File: config.mk
export PLATFORM = sky130hd
export DESIGN_NAME = cpu_mc_core
export DESIGN_NICKNAME = d
export VERILOG_FILES = /design/src/rtl/cpu_mc_pkg.sv /design/src/rtl/cpu_mc_regfile.sv /design/src/rtl/cpu_mc_core.sv
export SDC_FILE = /design/constraint.sdc
export NUM_CORES = 1
export LEC_CHECK = 0
export BUFFER_PORTS_ARGS = -buffer_cell sky130_fd_sc_hd__buf_2
export CAP_MARGIN = 30
export CORE_ASPECT_RATIO = 2
export CORE_MARGIN = 2
export CORE_UTILIZATION = 40
export DETAILED_ROUTE_END_ITERATION = 6
export PLACE_DENSITY_LB_ADDON = 0.12
export SLEW_MARGIN = 20
export SYNTH_ARGS = -nofsm -noshare
export SYNTH_HDL_FRONTEND = slang
export SYNTH_SLANG_ARGS = --single-unit
export TNS_END_PERCENT = 30
File: constraint.sdc
create_clock -name clk -period 19.23 [get_ports clk]
set_clock_uncertainty 0.05 [all_clocks]
set_input_delay 1.923 -clock clk [delete_from_list [all_inputs] [get_ports clk]]
set_output_delay 1.923 -clock clk [all_outputs]
set_load 0.02 [all_outputs]
File: src/rtl/cpu_mc_pkg.sv
// Shared definitions for the multi-cycle core: opcodes, FSM states, ALU ops.
// Optional build macro used by the top: CPU_MC_PERF_CNT_EN.
package cpu_mc_pkg;

  localparam logic [3:0] OP_ADD  = 4'h0;
  localparam logic [3:0] OP_SUB  = 4'h1;
  localparam logic [3:0] OP_AND  = 4'h2;
  localparam logic [3:0] OP_OR   = 4'h3;
  localparam logic [3:0] OP_JMP  = 4'h4;
  localparam logic [3:0] OP_XOR  = 4'h5;
  localparam logic [3:0] OP_ADDI = 4'h6;
  localparam logic [3:0] OP_LW   = 4'h7;
  localparam logic [3:0] OP_SW   = 4'h8;
  localparam logic [3:0] OP_SLT  = 4'h9;
  localparam logic [3:0] OP_SHL  = 4'hA;
  localparam logic [3:0] OP_SHR  = 4'hB;
  localparam logic [3:0] OP_BNE  = 4'hC;
  localparam logic [3:0] OP_BEQ  = 4'hD;
  localparam logic [3:0] OP_NOP  = 4'hE;
  localparam logic [3:0] OP_HALT = 4'hF;

  typedef enum logic [2:0] {
    ST_FETCH,
    ST_DECODE,
    ST_EXEC,
    ST_MEM,
    ST_WB,
    ST_HALT
  } state_e;

  typedef enum logic [2:0] {
    ALU_ADD,
    ALU_SUB,
    ALU_AND,
    ALU_OR,
    ALU_XOR,
    ALU_SLT,
    ALU_SHL,
    ALU_SHR
  } alu_op_e;

  // Which path an instruction takes out of EXEC.
  typedef enum logic [1:0] {
    CLS_ALU,
    CLS_MEM,
    CLS_CTRL,
    CLS_HALT
  } op_class_e;

  function automatic alu_op_e alu_op_of(input logic [3:0] op);
    alu_op_e r;
    case (op)
      OP_SUB:  r = ALU_SUB;
      OP_AND:  r = ALU_AND;
      OP_OR:   r = ALU_OR;
      OP_XOR:  r = ALU_XOR;
      OP_SLT:  r = ALU_SLT;
      OP_SHL:  r = ALU_SHL;
      OP_SHR:  r = ALU_SHR;
      default: r = ALU_ADD;
    endcase
    return r;
  endfunction

  function automatic op_class_e class_of(input logic [3:0] op);
    op_class_e r;
    case (op)
      OP_ADD, OP_SUB, OP_AND, OP_OR, OP_XOR,
      OP_SLT, OP_SHL, OP_SHR, OP_ADDI:         r = CLS_ALU;
      OP_LW, OP_SW:                            r = CLS_MEM;
      OP_HALT:                                 r = CLS_HALT;
      OP_JMP, OP_BNE, OP_BEQ, OP_NOP:          r = CLS_CTRL;
      default:                                 r = CLS_CTRL;
    endcase
    return r;
  endfunction

  // SW and the branches read rd as their second source operand.
  function automatic logic reads_rd(input logic [3:0] op);
    return (op == OP_SW) || (op == OP_BNE) || (op == OP_BEQ);
  endfunction

endpackage

File: src/rtl/cpu_mc_regfile.sv
// NREG x DATA_W register file: two combinational read ports, one write port.
// r0 has no storage and always reads zero; indices >= NREG read zero and ignore writes.
module cpu_mc_regfile
  import cpu_mc_pkg::*;
#(
  parameter int DATA_W = 16,
  parameter int NREG   = 16
) (
  input  logic              clk,
  input  logic              rst,
  input  logic [3:0]        raddr_a_i,
  input  logic [3:0]        raddr_b_i,
  output logic [DATA_W-1:0] rdata_a_o,
  output logic [DATA_W-1:0] rdata_b_o,
  input  logic              we_i,
  input  logic [3:0]        waddr_i,
  input  logic [DATA_W-1:0] wdata_i
);

  logic [DATA_W-1:0] rf_q [1:NREG-1];

  always_ff @(posedge clk or posedge rst) begin
    if (rst) begin
      for (int i = 1; i < NREG; i++) rf_q[i] <= '0;
    end else if (we_i) begin
      for (int i = 1; i < NREG; i++) begin
        if (waddr_i == 4'(i)) rf_q[i] <= wdata_i;
      end
    end
  end

  always_comb begin
    rdata_a_o = '0;
    rdata_b_o = '0;
    for (int i = 1; i < NREG; i++) begin
      if (raddr_a_i == 4'(i)) rdata_a_o = rf_q[i];
      if (raddr_b_i == 4'(i)) rdata_b_o = rf_q[i];
    end
  end

endmodule

File: src/rtl/cpu_mc_core.sv
// Multi-cycle 16-bit-ISA core: FETCH/DECODE/EXEC/MEM/WB with req/ready memories.
// CPU_MC_PERF_CNT_EN adds 32-bit cycle and retired-instruction counters.
//
// state  | meaning
// FETCH  | imem_req high at pc until imem_ready, latch IR
// DECODE | latch operands A (rs1) and B (rs2, or rd for SW/branches)
// EXEC   | ALU result, memory address or branch target
// MEM    | dmem_req held stable until dmem_ready
// WB     | write rd, pc += 1
// HALT   | terminal, no requests until reset
module cpu_mc_core
  import cpu_mc_pkg::*;
#(
  parameter int              DATA_W   = 16,
  parameter int              NREG     = 16,
  parameter int              PC_W     = 16,
  parameter logic [PC_W-1:0] RESET_PC = '0
) (
  input  logic              clk,
  input  logic              rst,
  output logic              imem_req,
  output logic [PC_W-1:0]   imem_addr,
  input  logic              imem_ready,
  input  logic [15:0]       imem_rdata,
  output logic              dmem_req,
  output logic              dmem_we,
  output logic [DATA_W-1:0] dmem_addr,
  output logic [DATA_W-1:0] dmem_wdata,
  input  logic              dmem_ready,
  input  logic [DATA_W-1:0] dmem_rdata,
  output logic              halted,
  output logic              retire
`ifdef CPU_MC_PERF_CNT_EN
  ,
  output logic [31:0]       cyc_cnt,
  output logic [31:0]       inst_cnt
`endif
);

  localparam int SHW = $clog2(DATA_W);

  state_e            state_q;
  logic [PC_W-1:0]   pc_q;
  logic [15:0]       ir_q;
  logic [DATA_W-1:0] a_q, b_q, res_q, maddr_q, mwdata_q;

  logic [3:0]        op, rd, rs1, rs2;
  op_class_e         op_cls;
  logic [DATA_W-1:0] imm_d, opb_d, alu_d, rf_a, rf_b;
  logic [PC_W-1:0]   imm_pc, pc_inc_d, pc_ctrl_d;

  assign op     = ir_q[15:12];
  assign rd     = ir_q[11:8];
  assign rs1    = ir_q[7:4];
  assign rs2    = ir_q[3:0];
  assign op_cls = class_of(op);
  assign imm_d  = {{(DATA_W-4){ir_q[3]}}, ir_q[3:0]};
  assign imm_pc = {{(PC_W-4){ir_q[3]}}, ir_q[3:0]};

  cpu_mc_regfile #(
    .DATA_W (DATA_W),
    .NREG   (NREG)
  ) u_regfile (
    .clk       (clk),
    .rst       (rst),
    .raddr_a_i (rs1),
    .raddr_b_i (reads_rd(op) ? rd : rs2),
    .rdata_a_o (rf_a),
    .rdata_b_o (rf_b),
    .we_i      (state_q == ST_WB),
    .waddr_i   (rd),
    .wdata_i   (res_q)
  );

  always_comb begin
    opb_d = b_q;
    if (op == OP_ADDI || op == OP_LW || op == OP_SW) opb_d = imm_d;
    alu_d = '0;
    case (alu_op_of(op))
      ALU_ADD: alu_d = a_q + opb_d;
      ALU_SUB: alu_d = a_q - opb_d;
      ALU_AND: alu_d = a_q & opb_d;
      ALU_OR:  alu_d = a_q | opb_d;
      ALU_XOR: alu_d = a_q ^ opb_d;
      ALU_SLT: alu_d = {{(DATA_W-1){1'b0}}, ($signed(a_q) < $signed(opb_d))};
      ALU_SHL: alu_d = a_q << opb_d[SHW-1:0];
      ALU_SHR: alu_d = a_q >> opb_d[SHW-1:0];
      default: alu_d = '0;
    endcase
  end

  // Branches compare rd (latched in B) against rs1 (latched in A).
  assign pc_inc_d = pc_q + PC_W'(1);
  always_comb begin
    pc_ctrl_d = pc_inc_d;
    case (op)
      OP_JMP: pc_ctrl_d = PC_W'(ir_q[11:0]);
      OP_BNE: if (a_q != b_q) pc_ctrl_d = pc_inc_d + imm_pc;
      OP_BEQ: if (a_q == b_q) pc_ctrl_d = pc_inc_d + imm_pc;
      default: pc_ctrl_d = pc_inc_d;
    endcase
  end

  always_ff @(posedge clk or posedge rst) begin
    if (rst) begin
      state_q  <= ST_FETCH;
      pc_q     <= RESET_PC;
      ir_q     <= '0;
      a_q      <= '0;
      b_q      <= '0;
      res_q    <= '0;
      maddr_q  <= '0;
      mwdata_q <= '0;
    end else begin
      case (state_q)
        ST_FETCH: begin
          if (imem_ready) begin
            ir_q    <= imem_rdata;
            state_q <= ST_DECODE;
          end
        end
        ST_DECODE: begin
          a_q     <= rf_a;
          b_q     <= rf_b;
          state_q <= ST_EXEC;
        end
        ST_EXEC: begin
          case (op_cls)
            CLS_ALU: begin
              res_q   <= alu_d;
              state_q <= ST_WB;
            end
            CLS_MEM: begin
              maddr_q  <= alu_d;
              mwdata_q <= b_q;
              state_q  <= ST_MEM;
            end
            CLS_HALT: state_q <= ST_HALT;
            default: begin
              pc_q    <= pc_ctrl_d;
              state_q <= ST_FETCH;
            end
          endcase
        end
        ST_MEM: begin
          if (dmem_ready) begin
            if (op == OP_SW) begin
              pc_q    <= pc_inc_d;
              state_q <= ST_FETCH;
            end else begin
              res_q   <= dmem_rdata;
              state_q <= ST_WB;
            end
          end
        end
        ST_WB: begin
          pc_q    <= pc_inc_d;
          state_q <= ST_FETCH;
        end
        ST_HALT: state_q <= ST_HALT;
        default: state_q <= ST_FETCH;
      endcase
    end
  end

  // Requests are gated by rst so they are low throughout reset and drop the instant it rises.
  assign imem_req   = (state_q == ST_FETCH) & ~rst;
  assign imem_addr  = imem_req ? pc_q : '0;
  assign dmem_req   = (state_q == ST_MEM) & ~rst;
  assign dmem_we    = dmem_req & (op == OP_SW);
  assign dmem_addr  = dmem_req ? maddr_q : '0;
  assign dmem_wdata = dmem_req ? mwdata_q : '0;
  assign halted     = (state_q == ST_HALT);

  always_comb begin
    retire = 1'b0;
    case (state_q)
      ST_WB:   retire = 1'b1;
      ST_MEM:  retire = dmem_ready & (op == OP_SW);
      ST_EXEC: retire = (op_cls == CLS_CTRL) || (op_cls == CLS_HALT);
      default: retire = 1'b0;
    endcase
  end

`ifdef CPU_MC_PERF_CNT_EN
  logic [31:0] cyc_cnt_q, inst_cnt_q;

  always_ff @(posedge clk or posedge rst) begin
    if (rst) begin
      cyc_cnt_q  <= '0;
      inst_cnt_q <= '0;
    end else begin
      if (state_q != ST_HALT) cyc_cnt_q <= cyc_cnt_q + 32'd1;
      if (retire) inst_cnt_q <= inst_cnt_q + 32'd1;
    end
  end

  assign cyc_cnt  = cyc_cnt_q;
  assign inst_cnt = inst_cnt_q;
`else
  // Counters and their ports are not built.
`endif

endmodule

==> impl_metrics.tcl, run 1 <==
set metrics [dict create \
    avgSynthCellArea_sq_um 9.75 \
    first_pass_iters 7 \
    fin_tns_setup_ps 0 \
    path_clk_slew_ps 70 \
    leakagePower_nw 11.4 \
    mostFrequentLayoutCell "dfrtp_1" \
    vias 20700 \
    r2r-start "ir_q[15]$_DFFE_PP0P_" \
    cts_hold_buffers 0 \
    netlist_area_sq_mm 0.0228 \
    status "complete, no violations" \
    syn_nets 2440 \
    synth_cell_types 97 \
    crit_path_start "ir_q[15]$_DFFE_PP0P_" \
    synth_edf_count 0 \
    drt-initial-drc-count 2102 \
    grt_util_met1_pct 33.2 \
    ys_async_sr_fraction_pct 100 \
    finalMaxSlewViolations 0 \
    p_total_w 0.00505 \
    cts_root_buf "clkbuf_16" \
    post-cts-setup-buffer-count 0 \
    synth_top_flop_cell "dfrtp_1" \
    max_freq_ghz 0.167 \
    grt_max_degree 150 \
    fin_crit_ps 5970 \
    drc 0 \
    end_kind "flip-flop" \
    clk_latency_ps 560 \
    drive_gt1_share_pct 24.3 \
    yosysTopAreaCellShare_pct 39.0 \
    yosys-top-cells-area "dfrtp_1 (39%), mux2_2 (13%), ha_1 (3.6%)" \
    nets 2473 \
    ys_ff_latch 355 \
    cp.arrival_ps 6310 \
    die_h_um 342 \
    rsz0062_at_grt "no" \
    wirelength_um 98300 \
    finalSetupViolCount 0 \
    vias_per_cell 6.57 \
    path_max_fanout 33 \
    critPathRequiredTime_ps 19570 \
    use_met3_pct 5.42 \
    hold_end "maddr_q[8]$_DFFE_PP0P_" \
    fp.dieW_um 173 \
    io_buffers 88 \
    gp_congestion 1.02 \
    ctsLongestPathBuffers 3 \
    cts_resized 0 \
    worstMarginPinSlew_ps 1080 \
    rows 123 \
    preCtsSetupSlack_ps 13340 \
    drt.antenna.violating_nets 0 \
    hold_violations 0 \
    min_path_cells 2 \
    dp_hpwl_um 71600 \
    cts_num_sinks 355 \
    top_usage_layer "met2" \
    cts_max_level 2 \
    min-delay-start "maddr_q[8]$_DFFE_PP0P_" \
    io_pins 89 \
    worstRegToRegCells 14 \
    grt_pass1_wl_um 143000 \
    p_per_area_mw_per_mm2 198 \
    core_sq_mm 0.0563 \
    critical_path_class "flip-flop to flip-flop" \
    grt_remaining_overflow 0 \
    cap_violations 0 \
    yosys.area.top_type "dfrtp_1" \
    ys_seq_area_share_pct 39.0 \
    gr-usage-met2_pct 59.5 \
    relSlewSlack_pct 27.4 \
    holdCritPathClass "flip-flop to flip-flop" \
    grtUsageTotal_pct 32.9 \
    r2r_slack_ps 13260 \
    cts_tree "done" \
    worst_slack_ps 13260 \
    initial_core_util_pct 40.5 \
    layout_common_cells "dfrtp_1 (354), mux2_2 (272), nand2_1 (181)" \
    netlist_instances 2336 \
    die_area_sq_mm 0.0590 \
    r2r_end "res_q[3]$_DFFE_PP0P_" \
    period_share_pct 31.1 \
    grt_pass1_vias 21100 \
    crit_path_start_kind "flip-flop" \
    ir_drop_mv 0.0818 \
    yosysWarnings 0 \
    antenna_found_initial 5 \
    wl_per_cell_um 31.2 \
    area_growth_syn_to_layout_pct 11.8 \
    numCtsBuffers 37 \
]
## per-layer routing
layer / vias to the layer above / share of wire, %
li1: 8937 / -
met1: 10400 / 34
met2: 977 / 51
met3: 407 / 5.5
met4: 6 / 9.7
met5: - / 0.037
## worst max path at each step
stage | endpoint | slack, ps | cells past startpoint
6_report | res_q[3]$_DFFE_PP0P_ | 13260 | 14
5_1_grt | res_q[3]$_DFFE_PP0P_ | 13030 | 14
4_1_cts | dmem_addr[15] | 13340 | 5
3_5_place_dp | dmem_addr[15] | 13340 | 5
3_3_place_gp | dmem_wdata[11] | 13400 | 5
2_1_floorplan | a_q[0]$_DFFE_PP0N_ | 3040 | 2
## area by class of cell
class	instances	area (sq um)
fill	5498	30900
timing repair buffer	167	1110
tap	750	938
clock inverter	13	86.3
clock buffer	53	1080
multi-input combinational	1739	13100
antenna	2	5.00
inverter	69	267
sequential	355	8880
## cells in the mapped netlist, types with 33 or more instances
cell type / instances
a21oi_1: 83
a221oi_1: 45
a22oi_1: 71
a31oi_1: 34
and3_1: 58
clkbuf_1: 142
dfrtp_1: 355
ha_1: 65
inv_1: 65
mux2_2: 272
nand2_1: 182
nand3_1: 58
nand4_1: 40
nor2_1: 116
nor3_1: 59
o211ai_1: 33
o21ai_0: 127
xnor2_1: 34
## where the power goes
part	leakage, nW	internal (W)	switching, W	total (W)
clock	0.564	0.000393	0.000324	0.000717
sequential	4.75	0.00104	0.000463	0.00150
combinational	6.11	0.00100	0.00184	0.00284
## worst max-delay path, stage by stage (launching register included)
cell and delay [ps]:
dfrtp_1 740, nor4b_4 730, nor3_2 210, nor2_2 140
buf_4 360, inv_2 390, ha_1 500, o21bai_1 110
nand2b_1 150, a32oi_1 310, xor2_1 120, a211oi_1 910
o21ai_0 290, o221ai_1 610, a21oi_1 140
## per-stage QoR
step,util (%),hold slack (ps),instance area (sq um),instances
floorplan,-,391,22800,2336
global placement,42.9,411,24200,3071
detailed placement,43.1,418,24300,3077
CTS,45.1,431,25400,3143
global route,45.2,445,25500,3147
finish,45.2,421,25500,3148
## cells by family after synthesis
kind of cell             after synthesis  synth area share, %
XOR/XNOR                              45                 1.73
AO/OA/AOI/OAI                        674                 21.5
flip-flops                           355                 39.0
buffers and inverters                242                 4.35
adder cells (fa/ha/maj)               68                 3.83
multiplexers                         294                 15.1
AND/OR/NAND/NOR                      658                 14.6
## flip-flops by register name, indices dropped and copies added, names as in the netlist
signal	flops
u_regfile.rf_q	240
a_q	16
b_q	16
ir_q	16
maddr_q	16
mwdata_q	16
pc_q	16
res_q	16
state_q	3
No activity file was read; power rests on OpenSTA's default activity.
==> inputs of run 2 (changes only) <==
--- a/config.mk
+++ b/config.mk
@@ -5,6 +5,7 @@
 export SDC_FILE = /design/constraint.sdc
 export NUM_CORES = 1
 export LEC_CHECK = 0
+export ABC_AREA = 1
 export BUFFER_PORTS_ARGS = -buffer_cell sky130_fd_sc_hd__buf_2
 export CAP_MARGIN = 30
 export CORE_ASPECT_RATIO = 2
==> constraint.sdc (replaced) <==
create_clock -name clk -period 6 [get_ports clk]
set_clock_uncertainty 0.05 [all_clocks]
set_input_delay 0.6 -clock clk [delete_from_list [all_inputs] [get_ports clk]]
set_output_delay 0.6 -clock clk [all_outputs]
set_load 0.02 [all_outputs]
==> run 2 against run 1 <==
Against the previous run:
- clock power grew to 3.3 times the previous value
- final cell count grew 30%
- clock-buffer cell count grew 7
- critical endpoint is now res_q[13]$_DFFE_PP0P_
- largest cell class unchanged
- largest power group unchanged
- highest routed layer unchanged
==> impl_metrics.tcl, run 2 <==
set metrics [dict create \
    worst-path-buf-inv 2 \
    critPathMostFrequentCell "nand2_1" \
    ir_drop_mv 0.225 \
    path_max_fanout 24 \
    met1_length_um 31900 \
    synth_edf_count 0 \
    antenna_found_initial 8 \
    clk_latency_ps 580 \
    crit_path_start_kind "flip-flop" \
    cts_num_sinks 355 \
    cpLargestDelayFamily "simple AND/OR/NAND/NOR gates" \
    finalMaxSlewViolations 0 \
    slowest_stage "ha_1" \
    netlist_instances 3280 \
    cts_hold_buffers 0 \
    cap_violations 0 \
    drive_gt1_share_pct 8.01 \
    synth.most_common_cell "nand2_1" \
    cts_max_level 2 \
    wl_per_cell_um 23.2 \
    holdCritPathClass "input pin to async pin" \
    yosys.area.top_type "dfrtp_1" \
    die_area_sq_mm 0.0588 \
    yosysTopAreaCellShare_pct 39.1 \
    syn_nets 3384 \
    yosys-top-cells-area "dfrtp_1 (39%), nand2_1 (15%), o21ai_0 (8.9%)" \
    grtUsageTotal_pct 32.8 \
    wl_met2_um 49600 \
    nets 3411 \
    mostFrequentLayoutCell "nand2_1" \
    initial_core_util_pct 40.4 \
    cp.arrival_ps 4940 \
    critPathMaxStageDelay_ps 530 \
    wirelength_um 94700 \
    drt.antenna.violating_nets 0 \
    dp_hpwl_um 73500 \
    io_pins 89 \
    status "complete, no violations" \
    drt-initial-drc-count 1759 \
    rsz0062_at_grt "no" \
    path_cells "inv_2 > nor2_4 > nand2_4 > nand2_4 > nand2_1 > o21ai_0 > ha_1 > inv_1 > nor3_1 > nand3_1 > nand3_1 > nand3_1 > o211ai_1 > nand2_1 > nand2_1 > xor2_1 > nand2_1 > nand2_1 > nand2_1 > nand2_1 > nand2_1" \
    fin_util_pct 44.8 \
    path_clk_slew_ps 60 \
    hold_violations 0 \
    synth_top_flop_cell "dfrtp_1" \
    io_buffers 88 \
    dr.max_layer_used "met5" \
    ys_async_sr_fraction_pct 100 \
    end_kind "flip-flop" \
    leakagePower_nw 11.9 \
    gp_congestion 0.985 \
    period_share_pct 75.3 \
    synth_cell_types 53 \
    drc 0 \
    avgSynthCellArea_sq_um 6.92 \
    grt_max_degree 108 \
    largest_register_ffs 240 \
    area_growth_syn_to_layout_pct 10.9 \
    yosysWarnings 0 \
    critPathRequiredTime_ps 6430 \
    critical_path_class "flip-flop to flip-flop" \
    finalSetupViolCount 0 \
    grt_remaining_overflow 0 \
    relSlewSlack_pct 35.2 \
    ys_ff_latch 355 \
    wl_met3_um 4350 \
    core_sq_mm 0.0562 \
    max_freq_ghz 0.221 \
    netlist_area_sq_mm 0.0227 \
    numCtsBuffers 39 \
    r2r-start "ir_q[15]$_DFFE_PP0P_" \
    rows 123 \
    cts_root_buf "clkbuf_16" \
    grt_pass1_wl_um 142000 \
    ctsLongestPathBuffers 3 \
    crit_path_start "ir_q[15]$_DFFE_PP0P_" \
    synthTopCellsByCount "nand2_1 (905), o21ai_0 (405), dfrtp_1 (355), inv_1 (322), nor2_1 (312)" \
    largest-register "u_regfile.rf_q" \
    fin_tns_setup_ps 0 \
    ys_seq_area_share_pct 39.1 \
    cts_resized 0 \
    cts_tree "done" \
    worstMarginPinSlew_ps 971 \
    first_pass_iters 6 \
    layout_common_cells "nand2_1 (905), o21ai_0 (405), dfrtp_1 (355)" \
    fin_crit_ps 4520 \
    post-cts-setup-buffer-count 0 \
    vias 22800 \
    p_per_area_mw_per_mm2 613 \
    grt_pass1_vias 22700 \
    vias_per_cell 5.57 \
    die_h_um 341 \
    fp.dieW_um 172 \
]
==> run 2: changes by cell type after synthesis, sizes merged, moves of 45 or more <==
cell / previous run / this run
nand2: 183 / 922
o21ai: 138 / 443
mux2: 272 / 0
inv: 67 / 326
nor2: 117 / 321
nand3: 58 / 239
a21oi: 85 / 155
a22oi: 71 / 10
and3: 58 / 0
nand4: 40 / 86
a221oi: 46 / 1
==> run 2: cells by family after synthesis <==
family / share of synthesized area [%]
compound gates: 16.9
buf+inv: 8.61
flops: 39.1
xor+xnor: 1.35
fa+ha+maj: 3.85
mux: 0.221
simple gates: 29.9
==> run 2: final timing paths <==
check | to | slack, ps | cells past startpoint
max | res_q[13]$_DFFE_PP0P_ | 1480 | 21
min | u_regfile.rf_q[18]$_DFFE_PP0P_ | 80 | 2
max reg2reg | res_q[13]$_DFFE_PP0P_ | 1480 | 21
min reg2reg | u_regfile.rf_q[61]$_DFFE_PP0P_ | 430 | 2
max in group asynchronous | u_regfile.rf_q[116]$_DFFE_PP0P_ | 4710 | 4
min in group clk | ir_q[7]$_DFFE_PP0P_ | 240 | 3
==> run 2: worst register-to-register path, delay by kind of cell (launching register included) <==
family                     cells  cell delay, ps
and+or+nand+nor               15            2320
buffers and inverters          2             330
DFF                            1             460
xor gates and xnor gates       1             160
AOI/OAI and AO/OA              2             560
adders and majority gates      1             530
==> run 2: routing by layer <==
layer  up-vias  GRT usage, %
met5         -             0
met4         2          26.3
met3       325          4.93
met2       821          59.2
met1     10800          32.9
li1      10800             -
==> run 2: report_power, final <==
group	switching (W)	leakage, nW	internal [W]	total (W)
registers	0.000861	4.73	0.00327	0.00413
clock network	0.00106	0.602	0.00132	0.00238
logic	0.00641	6.57	0.00252	0.00893
==> run 2: final cells by class <==
cell class / count / area [sq um]
Fill cell: 5979 / 31000
Multi-Input combinational cell: 2431 / 11900
Sequential cell: 355 / 8880
Inverter: 332 / 1250
Clock buffer: 60 / 1130
Timing Repair Buffer: 148 / 973
Tap cell: 750 / 938
Clock inverter: 9 / 93.8
Antenna cell: 7 / 17.5
==> run 2: per-stage QoR <==
stage	cell area (sq um)	std cells	hold slack (ps)	setup slack, ps	total power [W]
global route	25200	4088	84.1	1210	0.0166
floorplan	22700	3280	399	594	0.00981
CTS	25100	4081	16.0	1540	0.0153
global placement	23800	4006	418	1600	0.0128
finish	25200	4092	83.7	1480	0.0154
detailed placement	23900	4012	421	1530	0.0129
